[src/rtl/pre_if_fetch_queue.sv]
// pre_if_fetch_queue: pre-IF fetch stage with up to OUTSTANDING in-flight
// inst_sram requests, an in-order instruction queue of BUF_DEPTH entries and a
// single redirect input that flushes the queue and drops stale responses.
module pre_if_fetch_queue #(
    parameter int unsigned OUTSTANDING = 2,
    parameter int unsigned BUF_DEPTH   = 4,
    parameter logic [31:0] RESET_PC    = 32'hbfc00000
) (
    input  logic                               clk,
    input  logic                               reset,
    input  logic                               redirect_valid,
    input  logic [31:0]                        redirect_pc,
    input  logic                               fetch_stall,
    input  logic                               fs_allowin,
    output logic                               pfs_to_fs_valid,
    output logic [31:0]                        pfs_to_fs_pc,
    output logic [31:0]                        pfs_to_fs_inst,
    output logic                               inst_sram_req,
    output logic [31:0]                        inst_sram_addr,
    input  logic                               inst_sram_addr_ok,
    input  logic [31:0]                        inst_sram_rdata,
    input  logic                               inst_sram_data_ok,
    output logic [$clog2(OUTSTANDING+1)-1:0]   pfs_inflight_cnt,
    output logic                               pfs_inst_waiting
);

    localparam int unsigned CW = $clog2(OUTSTANDING + 1);
    localparam int unsigned PW = (BUF_DEPTH > 1) ? $clog2(BUF_DEPTH) : 1;
    localparam int unsigned OW = $clog2(BUF_DEPTH + 1);

    localparam logic [CW-1:0] LP_OUT   = CW'(OUTSTANDING);
    localparam logic [OW-1:0] LP_DEPTH = OW'(BUF_DEPTH);
    localparam logic [PW-1:0] LP_LAST  = PW'(BUF_DEPTH - 1);

    // fetch state
    logic [31:0]          r_issue_pc;
    logic [CW-1:0]        r_live;
    logic [CW-1:0]        r_stale;

    // queue: rd = head, fill = oldest slot awaiting its word, rsv = next slot to reserve
    logic [OW-1:0]        r_occ;
    logic [PW-1:0]        r_rd_ptr;
    logic [PW-1:0]        r_fill_ptr;
    logic [PW-1:0]        r_rsv_ptr;
    logic [BUF_DEPTH-1:0] r_q_vld;
    logic [31:0]          r_q_pc   [BUF_DEPTH];
    logic [31:0]          r_q_inst [BUF_DEPTH];

    logic [CW-1:0]        w_total;
    logic [CW-1:0]        w_redir_stale;
    logic                 w_req;
    logic                 w_hs;
    logic                 w_dok_stale;
    logic                 w_dok_live;
    logic                 w_head_vld;
    logic                 w_pop;

    function automatic logic [PW-1:0] f_next(input logic [PW-1:0] p);
        return (p == LP_LAST) ? '0 : p + PW'(1);
    endfunction

    assign w_total     = r_live + r_stale;
    assign w_req       = !reset && !redirect_valid && !fetch_stall &&
                         (w_total < LP_OUT) && (r_occ < LP_DEPTH);
    assign w_hs        = w_req && inst_sram_addr_ok;
    assign w_dok_stale = inst_sram_data_ok && (r_stale != '0);
    assign w_dok_live  = inst_sram_data_ok && (r_stale == '0) && (r_live != '0);
    assign w_head_vld  = r_q_vld[r_rd_ptr];
    assign w_pop       = w_head_vld && fs_allowin;

    // a response arriving in the redirect cycle belongs to the old stream
    assign w_redir_stale = w_total - CW'(inst_sram_data_ok && (w_total != '0));

    assign inst_sram_req    = w_req;
    assign inst_sram_addr   = {r_issue_pc[31:2], 2'b00};
    assign pfs_to_fs_valid  = w_head_vld;
    assign pfs_to_fs_pc     = w_head_vld ? r_q_pc[r_rd_ptr]   : '0;
    assign pfs_to_fs_inst   = w_head_vld ? r_q_inst[r_rd_ptr] : '0;
    assign pfs_inflight_cnt = w_total;
    assign pfs_inst_waiting = (r_live != '0) && !w_head_vld;

    // control state: issue pc, counters, pointers and per-entry valid bits
    always_ff @(posedge clk or posedge reset) begin
        if (reset) begin
            r_issue_pc <= RESET_PC;
            r_live     <= '0;
            r_stale    <= '0;
            r_occ      <= '0;
            r_rd_ptr   <= '0;
            r_fill_ptr <= '0;
            r_rsv_ptr  <= '0;
            r_q_vld    <= '0;
        end else if (redirect_valid) begin
            r_issue_pc <= redirect_pc;
            r_live     <= '0;
            r_stale    <= w_redir_stale;
            r_occ      <= '0;
            r_rd_ptr   <= '0;
            r_fill_ptr <= '0;
            r_rsv_ptr  <= '0;
            r_q_vld    <= '0;
        end else begin
            if (w_hs) begin
                r_issue_pc <= r_issue_pc + 32'd4;
                r_rsv_ptr  <= f_next(r_rsv_ptr);
            end
            if (w_dok_stale) begin
                r_stale <= r_stale - CW'(1);
            end
            if (w_dok_live) begin
                r_q_vld[r_fill_ptr] <= 1'b1;
                r_fill_ptr          <= f_next(r_fill_ptr);
            end
            if (w_pop) begin
                r_q_vld[r_rd_ptr] <= 1'b0;
                r_rd_ptr          <= f_next(r_rd_ptr);
            end
            case ({w_hs, w_dok_live})
                2'b10:   r_live <= r_live + CW'(1);
                2'b01:   r_live <= r_live - CW'(1);
                default: r_live <= r_live;
            endcase
            case ({w_hs, w_pop})
                2'b10:   r_occ <= r_occ + OW'(1);
                2'b01:   r_occ <= r_occ - OW'(1);
                default: r_occ <= r_occ;
            endcase
        end
    end

    // queue payload: pc captured at reservation, instruction at live response
    always_ff @(posedge clk) begin
        if (w_hs) begin
            r_q_pc[r_rsv_ptr] <= r_issue_pc;
        end
        if (w_dok_live && !redirect_valid) begin
            r_q_inst[r_fill_ptr] <= inst_sram_rdata;
        end
    end

endmodule
[config.mk]
export PLATFORM = sky130hd
export DESIGN_NAME = pre_if_fetch_queue
export DESIGN_NICKNAME = d
export VERILOG_FILES = /design/src/rtl/pre_if_fetch_queue.sv
export SDC_FILE = /design/constraint.sdc
export NUM_CORES = 1
export LEC_CHECK = 0
export ABC_AREA = 1
export BUFFER_PORTS_ARGS = -buffer_cell sky130_fd_sc_hd__buf_4
export CAP_MARGIN = 15
export CORE_MARGIN = 2
export CORE_UTILIZATION = 25
export DETAILED_ROUTE_END_ITERATION = 10
export SLEW_MARGIN = 40
export SYNTH_ARGS = -nofsm -noshare
export SYNTH_HDL_FRONTEND = slang
export SYNTH_SLANG_ARGS = --single-unit
[constraint.sdc]
create_clock -name clk -period 4.1 [get_ports clk]
set_input_delay 0.615 -clock clk [delete_from_list [all_inputs] [get_ports clk]]
set_output_delay 0.615 -clock clk [all_outputs]
set_load 0.05 [all_outputs]
* After elaboration in Yosys (flattened, before gate mapping)
Memories as Yosys holds them, arrays and structs flattened. Index checks and enable logic that the tools add are counted.
Word-level totals: flip-flop bits (word level) 49, latch bits 0, bits in writable memories 256, memory bits (read-only) 0, bits of input ports 71, memories 2
Operators by class: add/subtract/negate cells 11, multipliers 0, divide/modulo/power cells 0, $lt $le $gt $ge 6, eq/ne operators 7, shifts and indexed selects 0, multiplexer cells 33, bitwise operators 3, reductions and logical operators 28
Memories:
- r_q_inst | words 4, bits a word 32, rd ports 1, clocked after Yosys merged registers in 0, wr ports 1, RTL line 47 | logic [31:0] r_q_inst [BUF_DEPTH];
- r_q_pc | words 4, bits a word 32, rd ports 1, clocked after Yosys merged registers in 0, wr ports 1, RTL line 46 | logic [31:0] r_q_pc [BUF_DEPTH];
Operators with widths (number):
- $mux W32 | 4
- $add A32 B3 Y32 const B | 1
- $mux W2 | 12
- $mux W4 | 4
- $logic_and A1 B1 Y1 | 14
- $reduce_bool A2 Y1 | 7
- $eq A2 B2 Y1 const B | 5
- $add A2 B1 Y2 const B | 4
- $mux W1 | 7
- $lt A2 B3 Y1 const B | 2
- $pmux W3 S2 | 1
- $reduce_bool A3 Y1 | 2
- $and A4 B4 Y4 | 1
- $demux W1 S2 | 2
- $eq A2 B1 Y1 const B | 2
- $ge A2 B1 Y1 const B | 2
- $logic_not A1 Y1 | 4
- $not A4 Y4 | 1
- $or A4 B4 Y4 | 1
- $pmux W2 S2 | 1
- $sub A2 B1 Y2 const B | 2
- $add A3 B1 Y3 const B | 1
- $lt A3 B3 Y1 const B | 1
- $mux W3 | 1
- other kinds (6) | 6

* Depth between registers and ports, before layout
depth after elaboration 10, gate-level depth with buffers 15, gate-level depth less buffers 14

* Least setup slack after synthesis
No wires, ideal clock.
path kind input port to flip-flop, start input reset, end memory r_q_pc[3][0], enable pin, library setup time 421 ps, arrival time 3718 ps, setup slack -39 ps, cell stages on the path 6, path buffers 1, path through inv_1 nand3_1 inv_1 nand3_4 buf_2 nor2_1
Between the ends: word-level cells in the longest chain between the ends 8
Ends and longest elaborated chain:
- start, declared | RTL line 10 | input logic reset,
- $logic_not A1 Y1 (no line)
- $logic_and A1 B1 Y1 (3 in a row) | RTL line 63 | assign w_req = !reset && !redirect_valid && !fetch_stall &&
- $logic_and A1 B1 Y1 | RTL line 64 | (w_total < LP_OUT) && (r_occ < LP_DEPTH);
- $logic_and A1 B1 Y1 | RTL line 65 | assign w_hs = w_req && inst_sram_addr_ok;
- $mux W1 | RTL line 133 | if (w_hs) begin
- $mux W1 (not written as such) | RTL line 134 | r_q_pc[r_rsv_ptr] <= r_issue_pc;
- end, declared | RTL line 46
No other way between the ends.

* Worst setup path in the final report
start register r_rd_ptr[0], end output pfs_to_fs_inst[15]
Between the ends: word-level cells in the longest chain between the ends 3
Ends and longest elaborated chain:
- start, declared | RTL line 42 | logic [PW-1:0] r_rd_ptr;
- start signal, assigned | RTL line 116 | r_rd_ptr <= f_next(r_rd_ptr);
- $bmux W1 S2 | RTL line 68 | assign w_head_vld = r_q_vld[r_rd_ptr];
- $mux W1 (not written as such) | RTL line 68
- $mux W32 * | RTL line 78 | assign pfs_to_fs_inst = w_head_vld ? r_q_inst[r_rd_ptr] : '0;
- end, declared | RTL line 17 | output logic [31:0] pfs_to_fs_inst,
Mark *: on every way between the ends. The rest lies on a longest branch, timed or not. The select of a mux whose other input is x is not followed.

==> results.sh <==
export IMPL_coreArea_um2=53700
export IMPL_powerDensity_nw_per_um2=536
export IMPL_p_leak_nw=6.76
export IMPL_synth_seq_area_share=0.658
export IMPL_rsz0062_at_grt="false"
export IMPL_cp_end_kind="output pin"
export IMPL_seqCellArea_um2=8930
export IMPL_syn2layout_area_growth_pct=22.7
export IMPL_dp_hpwl_um=22900
export IMPL_fmax_mhz=284
export IMPL_peakVddDrop_mv=0.291
export IMPL_skew_ns=0.0159
export IMPL_ant_nets=0
export IMPL_wire_per_inst_um=17.0
export IMPL_worstHoldPathType="primary input to flop"
export IMPL_synth_xor_xnor_area_share=0.0103
export IMPL_drt_iter0_markers=647
export IMPL_synthAdderAreaFrac=0.0162
export IMPL_grt_pass1_wl_um=55200
export IMPL_fillers=5422
export IMPL_slew_violations=0
export IMPL_setup_violations=0
export IMPL_dp_slack_ns=1.07
export IMPL_crit_fanout=54
export IMPL_grt_max_degree=99
export IMPL_port_buffers=169
export IMPL_gp_congestion=0.806
export IMPL_cts_hold_fix_buffers=0
export IMPL_wirelength_um=36300
export IMPL_synth_warnings=0
export IMPL_clkSinkCount=305
export IMPL_die_area_um2=56200
export IMPL_die_h_um=237
export IMPL_criticalPathCategory="flop to output pin"
export IMPL_synth_edf_count=256
export IMPL_final_nets=1498
export IMPL_cts_tree="built"
export IMPL_drive_gt1_frac=0.193
export IMPL_row_count=85
export IMPL_synth_flop_cell="edfxtp_1"
export IMPL_syn_area_per_cell_um2=10.6
export IMPL_post_cts_resized=0
export IMPL_worstMarginPinSlew_ns=0.806
export IMPL_yosys_mux_area_fraction=0
export IMPL_post_cts_setup_buffer_count=0
export IMPL_synth_area_um2=13600
export IMPL_initial_utilization=0.253
export IMPL_grt_pass1_vias=9500
export IMPL_yosys_area_share_simple=0.144
export IMPL_netlist_instances=1278
export IMPL_status="finished, final reports clean"
export IMPL_worstPathRequired_ns=3.48
export IMPL_cp_start_kind="flop"
export IMPL_fin_crit_sh=0.860
export IMPL_fin_util=0.310
export IMPL_drv_cap=0
export IMPL_ios=172
export IMPL_grt_antenna_before_repair=0
export IMPL_cts_root_buf="clkbuf_16"
export IMPL_vias_per_cell=4.52
export IMPL_ys_seq_elements=305
export IMPL_ys_types=37
export IMPL_slew_headroom=0.463
export IMPL_timing_final_ws_setup_ns=0.574
export IMPL_die_width_um=237
export IMPL_drc_errors=0
export IMPL_grt_overflow_total=0
export IMPL_hold_violations=0
export IMPL_numCtsBuffers=37
export IMPL_finalCriticalPeriod_ns=3.53
export IMPL_track_usage=0.128
export IMPL_synth_top_family_by_area="simple AND/OR/NAND/NOR gates"
export IMPL_synth_compound_area_share=0.0958
export IMPL_multiInputGateArea_um2=3690
export IMPL_htreeDepth=2
export IMPL_clkLatencyLatePin_ns=0.54
export IMPL_vias=9640
export IMPL_cts_buffer_depth=3
export IMPL_arrival_ns=2.91
export IMPL_dr_pass1_iters=5
export IMPL_async_reset_ff_frac=0.161
export IMPL_final_common_cell="edfxtp_1"
export IMPL_final_cell_mix="256 x edfxtp_1, 231 x nand2_1, 180 x buf_4"
export IMPL_clkTransAtPathRegs_ns=0.06
==> kinds of logic (layout without fill, tap and decap cells) <==
kind of cell             count (synthesis)  count (layout)
AO/OA/AOI/OAI                          235             235
other                                    1               3
XOR/XNOR                                16              16
buffers and inverters                  223             382
flip-flops                             305             305
adder cells (fa/ha/maj)                 17              17
AND/OR/NAND/NOR                        481             481
==> synthesized netlist by cell type, types with 2 or more instances <==
cell type	n	area [um^2]
xnor2_1	5	43.8
o211ai_1	12	90.1
o21ai_0	140	701
buf_6	2	22.5
inv_1	124	465
nor2_1	174	653
dfstp_2	9	236
edfxtp_1	256	7690
nand3_1	51	255
nand2_1	231	867
o21ai_1	4	20.0
inv_2	6	22.5
xor2_1	11	96.3
a21oi_1	9	45.0
buf_2	18	90.1
o22ai_1	64	400
ha_1	16	200
nor3_1	5	25.0
buf_4	39	293
nand4_1	10	62.6
dfrtp_1	40	1000
nand2_2	2	12.5
nor2_4	2	22.5
clkbuf_1	32	120
a211oi_1	4	30.0
==> routing by layer <==
layer / vias to the layer above / track usage / share of wire
met2: 275 / 0.211 / 0.47
met3: 45 / 0.0244 / 0.056
li1: 4607 / - / -
met5: - / 0 / 0
met4: 0 / 0.0380 / 0.019
met1: 4713 / 0.171 / 0.46
==> flip-flops by register name, indices dropped and copies added, names as in the netlist <==
name and flops:
r_stale 2, r_rsv_ptr 2, r_occ 3, r_q_pc 128, r_live 2, r_q_vld 4, r_q_inst 128, r_fill_ptr 2
r_rd_ptr 2, r_issue_pc 32
==> where the power goes <==
group	internal (mW)	total, mW	switching [mW]	leakage (nW)
Combinational	0.550	1.91	1.36	3.25
Sequential	3.51	3.70	0.188	2.91
Clock	2.02	3.32	1.30	0.606
==> final timing paths <==
path | startpoint | depth (start not counted) | endpoint | slack (ns)
max | r_rd_ptr[0] | 9 | pfs_to_fs_inst[15] | 0.57
min | inst_sram_rdata[16] | 1 | r_q_inst[3][16] | 0.28
max reg2reg | r_rd_ptr[1] | 13 | r_occ[2] | 1.32
min reg2reg | r_issue_pc[1] | 0 | r_q_pc[0][1] | 0.51
max in group asynchronous | reset | 3 | r_rd_ptr[0] | 3.17
min in group asynchronous | reset | 3 | r_issue_pc[20] | 0.38
==> stage by stage <==
| stage | hold WS, ns | cell area (um^2) | cells | total power, mW | setup TNS (ns) |
|---|---|---|---|---|---|
| CTS | 0.239 | 16700 | 2134 | 9.06 | 0 |
| finish | 0.276 | 16700 | 2135 | 8.92 | 0 |
| floorplan | 0.476 | 13600 | 1279 | 5.08 | -4.96 |
| global route | 0.248 | 16700 | 2134 | 9.32 | 0 |
| global placement | 0.494 | 15400 | 2067 | 5.66 | 0 |
| detailed placement | 0.507 | 15400 | 2067 | 5.69 | 0 |
==> worst max-delay path, cell delays in order (launching register included) <==
cell and delay, ns:
dfrtp_4 0.67, inv_4 0.37, nand2_1 0.12, nand3_1 0.12
nand2_1 0.09, inv_2 0.25, buf_12 0.32, nand2_1 0.13
inv_1 0.07, buf_4 0.19
==> layout make-up <==
| type | count | area share |
|---|---|---|
| Sequential cell | 305 | 0.536 |
| Timing Repair Buffer | 184 | 0.0854 |
| Antenna cell | 1 | 0.000150 |
| Clock inverter | 19 | 0.0137 |
| Inverter | 131 | 0.0298 |
| Clock buffer | 48 | 0.0611 |
| Multi-Input combinational cell | 751 | 0.221 |
| Tap cell | 696 | 0.0523 |
Note: power is estimated with default switching activity, not from simulation.
